==> src/rtl/zeus_clock_pkg.sv <==
// zeus_clock_pkg
//   Shared constants for the phi2 clock generator and its bus-side consumers.
//   PHI2_CNT_W       width of the phi2_cycle phase counter
//   BUS_*_CYCLE      phi2 cycle numbers the bus controller acts on
//   PHI2_MIN_LOW/HIGH  shortest phases that still contain those bus events
//   phase_e          phase state of the generator (STRETCH only used with PHI2_STRETCH_EN)
package zeus_clock_pkg;

  localparam int PHI2_CNT_W = 12;

  localparam logic [PHI2_CNT_W-1:0] BUS_LATCH_CYCLE = 12'd4;
  localparam logic [PHI2_CNT_W-1:0] BUS_SYNC_CYCLE  = 12'd5;
  localparam logic [PHI2_CNT_W-1:0] BUS_WE_CYCLE    = 12'd8;

  // A phase must run at least one cycle past the last bus event timed in it.
  localparam logic [PHI2_CNT_W-1:0] PHI2_MIN_LOW  = BUS_SYNC_CYCLE + 12'd1;
  localparam logic [PHI2_CNT_W-1:0] PHI2_MIN_HIGH = BUS_WE_CYCLE + 12'd1;

  typedef enum logic [1:0] {
    PH_LOW     = 2'd0,
    PH_HIGH    = 2'd1,
    PH_STRETCH = 2'd2
  } phase_e;

endpackage

==> src/rtl/cpu_reset_timer.sv <==
// cpu_reset_timer
//   Holds the CPU reset line low for a number of full phi2 periods after
//   system reset is released.
//   clk          in   system clock
//   reset        in   synchronous active-high reset
//   fall_evt     in   high on the clk whose edge registers a phi2 fall
//   cpu_reset_n  out  CPU RESB, active low, registered
module cpu_reset_timer #(
  parameter logic [7:0] PERIODS = 8'd64
) (
  input  logic clk,
  input  logic reset,
  input  logic fall_evt,
  output logic cpu_reset_n
);

  logic [7:0] cnt_q, cnt_d;
  logic       rstn_q, rstn_d;

  always_comb begin
    cnt_d  = cnt_q;
    rstn_d = rstn_q;
    if (fall_evt) begin
      if (cnt_q != 8'hFF) begin
        cnt_d = cnt_q + 8'd1;
      end
      // Release on the same edge that registers the PERIODS-th fall, so the
      // comparison uses the count including this fall. PERIODS=0 releases on
      // the first fall.
      if (({1'b0, cnt_q} + 9'd1) >= {1'b0, PERIODS}) begin
        rstn_d = 1'b1;
      end
    end
  end

  always_ff @(posedge clk) begin
    if (reset) begin
      cnt_q  <= 8'd0;
      rstn_q <= 1'b0;
    end else begin
      cnt_q  <= cnt_d;
      rstn_q <= rstn_d;
    end
  end

  assign cpu_reset_n = rstn_q;

endmodule

==> src/rtl/phi2_clock_gen.sv <==
// phi2_clock_gen
//   Generates the CPU bus clock phi2 and its phase counter phi2_cycle from clk,
//   and sequences cpu_reset_n after system reset. The bus controller times
//   address latch, bus sync and write enable off phi2/phi2_cycle.
//   clk              in   system clock (6 ns)
//   reset            in   synchronous active-high reset
//   wait_req         in   hold phi2 high at end of high phase (PHI2_STRETCH_EN only)
//   stretch_timeout  out  one-clk pulse when a stretch hits STRETCH_MAX (PHI2_STRETCH_EN only)
//   phi2             out  CPU clock, registered
//   phi2_cycle       out  clk cycles elapsed in current phase, 0 on each phi2 edge
//   phi2_rise        out  phi2==1 && phi2_cycle==0
//   phi2_fall        out  phi2==0 && phi2_cycle==0 (also reads 1 during reset)
//   cpu_reset_n      out  CPU RESB, active low
//   Build option: define PHI2_STRETCH_EN to add the wait_req high-phase stretch.
module phi2_clock_gen
  import zeus_clock_pkg::*;
#(
  parameter logic [11:0] PHI2_LOW_CYCLES   = 12'd11,
  parameter logic [11:0] PHI2_HIGH_CYCLES  = 12'd10,
  parameter logic [7:0]  CPU_RESET_PERIODS = 8'd64,
  parameter logic [11:0] STRETCH_MAX       = 12'd64
) (
  input  logic        clk,
  input  logic        reset,
`ifdef PHI2_STRETCH_EN
  input  logic        wait_req,
  output logic        stretch_timeout,
`endif
  output logic        phi2,
  output logic [11:0] phi2_cycle,
  output logic        phi2_rise,
  output logic        phi2_fall,
  output logic        cpu_reset_n
);

  if (PHI2_LOW_CYCLES < PHI2_MIN_LOW) begin : g_bad_low
    $error("phi2_clock_gen: PHI2_LOW_CYCLES too small for bus latch/sync timing");
  end
  if (PHI2_HIGH_CYCLES < PHI2_MIN_HIGH) begin : g_bad_high
    $error("phi2_clock_gen: PHI2_HIGH_CYCLES too small for write enable timing");
  end
  if (STRETCH_MAX == 12'd0) begin : g_bad_stretch
    $error("phi2_clock_gen: STRETCH_MAX must be non-zero");
  end

  phase_e                  phase_q, phase_d;
  logic                    phi2_q, phi2_d;
  logic [PHI2_CNT_W-1:0]   cycle_q, cycle_d;
  logic                    low_end, high_end;
  logic                    fall_evt;
  logic                    rstn;

  assign low_end  = (cycle_q == PHI2_LOW_CYCLES - 12'd1);
  assign high_end = (cycle_q == PHI2_HIGH_CYCLES - 12'd1);

`ifdef PHI2_STRETCH_EN
  logic [PHI2_CNT_W-1:0]   ext_q, ext_d;
  logic                    tmo_q, tmo_d;
  logic                    stretch_ok;
  logic                    stretch_max_hit;

  // No stretching while the CPU is still held in reset.
  assign stretch_ok      = wait_req && rstn;
  assign stretch_max_hit = (ext_q == STRETCH_MAX);
`endif

  // State register
  always_ff @(posedge clk) begin
    if (reset) begin
      phase_q <= PH_LOW;
      phi2_q  <= 1'b0;
      cycle_q <= '0;
`ifdef PHI2_STRETCH_EN
      ext_q   <= '0;
      tmo_q   <= 1'b0;
`endif
    end else begin
      phase_q <= phase_d;
      phi2_q  <= phi2_d;
      cycle_q <= cycle_d;
`ifdef PHI2_STRETCH_EN
      ext_q   <= ext_d;
      tmo_q   <= tmo_d;
`endif
    end
  end

  // Next-state logic
  always_comb begin
    phase_d = phase_q;
    case (phase_q)
      PH_LOW: begin
        if (low_end) phase_d = PH_HIGH;
      end
      PH_HIGH: begin
        if (high_end) begin
`ifdef PHI2_STRETCH_EN
          if (stretch_ok) phase_d = PH_STRETCH;
          else            phase_d = PH_LOW;
`else
          phase_d = PH_LOW;
`endif
        end
      end
`ifdef PHI2_STRETCH_EN
      PH_STRETCH: begin
        if (!wait_req || stretch_max_hit) phase_d = PH_LOW;
      end
`endif
      default: phase_d = PH_LOW;
    endcase
  end

  // Output / counter logic
  always_comb begin
    phi2_d = (phase_d != PH_LOW);
    if ((phase_d != phase_q) && (phase_d != PH_STRETCH)) begin
      cycle_d = '0;
    end else if (cycle_q == {PHI2_CNT_W{1'b1}}) begin
      // Only reachable in a long stretch; LOW/HIGH end well before this.
      cycle_d = cycle_q;
    end else begin
      cycle_d = cycle_q + 12'd1;
    end
`ifdef PHI2_STRETCH_EN
    ext_d = '0;
    if (phase_d == PH_STRETCH) begin
      ext_d = (phase_q == PH_HIGH) ? 12'd1 : ext_q + 12'd1;
    end
    tmo_d = (phase_q == PH_STRETCH) && wait_req && stretch_max_hit;
`endif
  end

  assign fall_evt = (phase_q != PH_LOW) && (phase_d == PH_LOW);

  cpu_reset_timer #(
    .PERIODS(CPU_RESET_PERIODS)
  ) u_cpu_reset_timer (
    .clk        (clk),
    .reset      (reset),
    .fall_evt   (fall_evt),
    .cpu_reset_n(rstn)
  );

  assign phi2        = phi2_q;
  assign phi2_cycle  = cycle_q;
  assign phi2_rise   = phi2_q && (cycle_q == '0);
  assign phi2_fall   = !phi2_q && (cycle_q == '0);
  assign cpu_reset_n = rstn;
`ifdef PHI2_STRETCH_EN
  assign stretch_timeout = tmo_q;
`endif

endmodule
==> config.mk <==
export PLATFORM = sky130hd
export DESIGN_NAME = phi2_clock_gen
export DESIGN_NICKNAME = d
export VERILOG_FILES = /design/src/rtl/zeus_clock_pkg.sv /design/src/rtl/cpu_reset_timer.sv /design/src/rtl/phi2_clock_gen.sv
export SDC_FILE = /design/constraint.sdc
export NUM_CORES = 1
export LEC_CHECK = 0
export CORE_ASPECT_RATIO = 0.75
export CORE_UTILIZATION = 56
export CTS_BUF_LIST = sky130_fd_sc_hd__clkbuf_4
export DETAILED_ROUTE_END_ITERATION = 7
export PLACE_DENSITY_LB_ADDON = 0.15
export SYNTH_ARGS = -nofsm -noshare
export SYNTH_HDL_FRONTEND = slang
export SYNTH_HIERARCHICAL = 1
export SYNTH_SLANG_ARGS = --single-unit
==> constraint.sdc <==
create_clock -name clk -period 2.52 [get_ports clk]
set_input_delay 0.252 -clock clk [delete_from_list [all_inputs] [get_ports clk]]
set_output_delay 0.252 -clock clk [all_outputs]
set_load 0.01 [all_outputs]
==> results.md <==
* Synth Area in Compound Gates at 15.1%
* Root Buffer: clkbuf_4
* Crit path arrival time at ~2.1 ns
* Crit path max fanout at 6
* Seq pwr share at 54.5%
* Skew-Pair Late Insertion Delay at 0.33 ns
* Ys Warns at 6
* Total gr overflow at 0
* Crit share post-route at between 90% and 100%
* Commonest non-fill, non-tap cell in the layout: dfxtp_1
* Core area at roughly 0.0021 mm2
* Syn Std Cell Area at 0.00132 mm2
* Chip width at ~58 um
* Number of global-route vias before repair at between 900 and 1,000
* Worst-Margin Slew at between 0.6 and 0.7 ns
* Final net count at 176
* Total wire length after detailed routing at 2930 um
* Seq cells post-synth at 24
* Area grow syn2layout at 18.8%
* Via count at roughly 1,200
* CTS tree: built
* Crit-path max cell delay at ~0.59 ns
* Syn_area_per_cell at 8.74 um2
* Final hold violations at 0
* Post-synthesis xor/xnor area fraction at 3.32%
* Die height at roughly 44 um
* Worst setup EP type: primary output
* Die area at between 0.002 and 0.003 mm2
* Worst path bufs/invs at 2
* Commonest non-fill, non-tap cells in the layout: 24 x dfxtp_1, 17 x clkdlybuf4s50_1, 11 x nor2_1, 11 x a21oi_1, 9 x nand2_1
* WL per Instance at 14.7 um
* Syn nets at 159
* Sequential share of the synthesized area at between 30% and 40%
* # IOs at 18
* Leakage at ~0.00054 uW
* Hold Crit Depth at 2
* Worst R2R Path Depth at 6
* Max Slew Vio Count at 0
* Post-CTS setup buffer count at 0
* Post-route clock skew at around 0.01 ns
* Mux cell area share after synthesis at 3.98%
* Worst path cell trace: inv_1 -> ha_1 -> nor4b_2 -> nor4b_1 -> clkdlybuf4s50_1
* Power Internal at 568 uW
* # diodes at 0
* PortBufs at 17
* Routed vias/inst at approximately 6.1
* CP max-delay cell: clkdlybuf4s50_1
* Levels on crit path at 5
* Ranking of synthesized cells by area: dfxtp_1 36%, ha_1 5.7%, a21oi_1 4.2%
* Count of clock tree sinks at 24
* Synth Area in Simple Gates at a little under a third
* Syn Inst Count at ~150
* Area share of fa/ha/maj cells after synthesis at under 10%
* Sw frac at 21.6%
* Setup CP Type: flip-flop to primary output
* Total Routing Usage GR at 24.1%
* Rows at 14
* Maximum clock frequency at ~430 MHz
* Initial DRC Count at 86
* Clock tree buffer depth at 2
* Setup TNS at 0 ns
* First-pass GRT wire length at approximately 4500 um
* Worst rel slew slack at between 50% and 60%
* H-tree Lvls at 1
* Yosys cell types at 44
* NetSw at between 150 and 200 uW
* ANT nets after route at 0
* Post-route minimum period at 2.32 ns
* TritonCTS buffer count at 3
* Router iterations before antenna repair at 6
* Worst min path class: flip-flop to flip-flop
* CTS clk-pin slew, worst paths at between 0.1 and 0.15 ns
* Logic gate share of total power at under 10%
* CP startpoint kind: flip-flop
* Clock Power Share at between 30% and 40%
* Layout cells sized above 1 at a little under a tenth
* Starting Density at between 60 and 70%
* Power per cell area at about 460 mW/mm2
* Residual DRC at 1
* Max cap viols at 0
* Hpwl dp at ~2100 um
* Peak supply drop at 283 uV
* Initial antenna violation count at 0
* Setup-failing EPs final at 0
* CP top delay family: buffers and inverters
* Fin util at approximately 74%
* Violated checks: DRC
* Area leader, netlist: dfxtp_1
* GPL Wtd Cong at around 0.84
* Synth top area share at a little over a third
* Unrepaired setup endpoints after global routing: no
* Largest net degree at the start of global routing at 15
* Req. time, crit path at about 2.3 ns
* Outcome: finished, violations left
* Largest family of logic cells by synthesized area: simple AND/OR/NAND/NOR gates
synthesized netlist by cell type, drive strengths merged:
| cell type | count |
|---|---|
| a2111oi | 1 |
| a211oi | 3 |
| a21boi | 3 |
| a21oi | 11 |
| a311oi | 3 |
| a31oi | 4 |
| a41oi | 1 |
| and3 | 6 |
| and4 | 5 |
| buf | 4 |
| clkbuf | 4 |
| conb | 1 |
| dfxtp | 24 |
| ha | 6 |
| inv | 4 |
| mux2 | 2 |
| mux2i | 3 |
| nand2 | 9 |
| nand2b | 2 |
| nand3 | 7 |
| nand4 | 6 |
| nor2 | 11 |
| nor2b | 3 |
| nor3 | 7 |
| nor3b | 1 |
| nor4 | 3 |
| nor4b | 2 |
| nor4bb | 1 |
| o21ai | 3 |
| o21bai | 1 |
| o31ai | 1 |
| or2 | 1 |
| or3 | 1 |
| or3b | 1 |
| or4 | 1 |
| xnor2 | 5 |
sequential cells by signal (all words and copies together), names as in the netlist:
| register | count |
|---|---|
| phi2_cycle | 12 |
| u_cpu_reset_timer/cnt_q | 8 |
| phase_q | 2 |
| phi2 | 1 |
| u_cpu_reset_timer/cpu_reset_n | 1 |
per-layer routing:
metal / part of all wire, % / wire length [um] / GRT usage (%)
met4: 1.6 / 47 / 7.14
met5: 0 / 0 / 0
met2: 42 / 1230 / 31.5
met3: 8.2 / 240 / 6.14
met1: 48 / 1410 / 38.1
power groups by stage:
stage                     Combinational, uW  Clock [uW]  Sequential (uW)
after global routing                   49.5         303              397
after detailed placement               43.0           0              403
final                                  44.2         286              395
after CTS                              43.7         288              395
after floorplan                        28.3           0              401
after global placement                 41.7           0              402
metrics by stage:
stage / total power (uW) / setup slack (ns) / area [um2] / hold slack, ns / cells
after floorplan: 429 / 0.576 / 1320 / 0.448 / 151
after global placement: 444 / 0.540 / 1510 / 0.490 / 195
after detailed placement: 446 / 0.488 / 1510 / 0.504 / 195
final: 725 / 0.196 / 1570 / 0.534 / 199
after global routing: 749 / 0.0674 / 1570 / 0.563 / 199
after CTS: 726 / 0.123 / 1560 / 0.525 / 199
worst register-to-register path: cells and delay by family, from the launching register on:
family	cells	cell delay (ns)
DFF	1	0.43
and+or+nand+nor	4	1.13
AOI/OAI and AO/OA	2	0.44
worst paths after layout:
path                                                  from                    endpoint  slack, ns
worst max-delay path                         phi2_cycle[0]                   phi2_fall       0.20
worst min-delay path            u_cpu_reset_timer/cnt_q[5]  u_cpu_reset_timer/cnt_q[5]       0.53
worst max register to register               phi2_cycle[6]  u_cpu_reset_timer/cnt_q[5]       0.46
worst min register to register  u_cpu_reset_timer/cnt_q[5]  u_cpu_reset_timer/cnt_q[5]       0.53
what timing repair did:
action                                  CTS  global route
hold endpoints to repair                  0             0
hold buffers                              0             0
gates resized for setup                   0             1
endpoints found under the setup margin    0             2
logic make-up after synthesis:
| group | Yosys count |
|---|---|
| AND/OR/NAND/NOR | 67 |
| AO/OA/AOI/OAI | 31 |
| flip-flops | 24 |
| buffers and inverters | 12 |
| adder cells (fa/ha/maj) | 6 |
| XOR/XNOR | 5 |
| multiplexers | 5 |
| other | 1 |
cell type report:
type	instances	area [um2]
Inverter	4	15.0
Clock inverter	1	30.0
Sequential cell	24	480
Fill cell	168	552
Multi-Input combinational cell	115	787
Tap cell	32	40.0
Timing Repair Buffer	20	193
Clock buffer	3	22.5
Note: power is estimated with default switching activity, not from simulation.
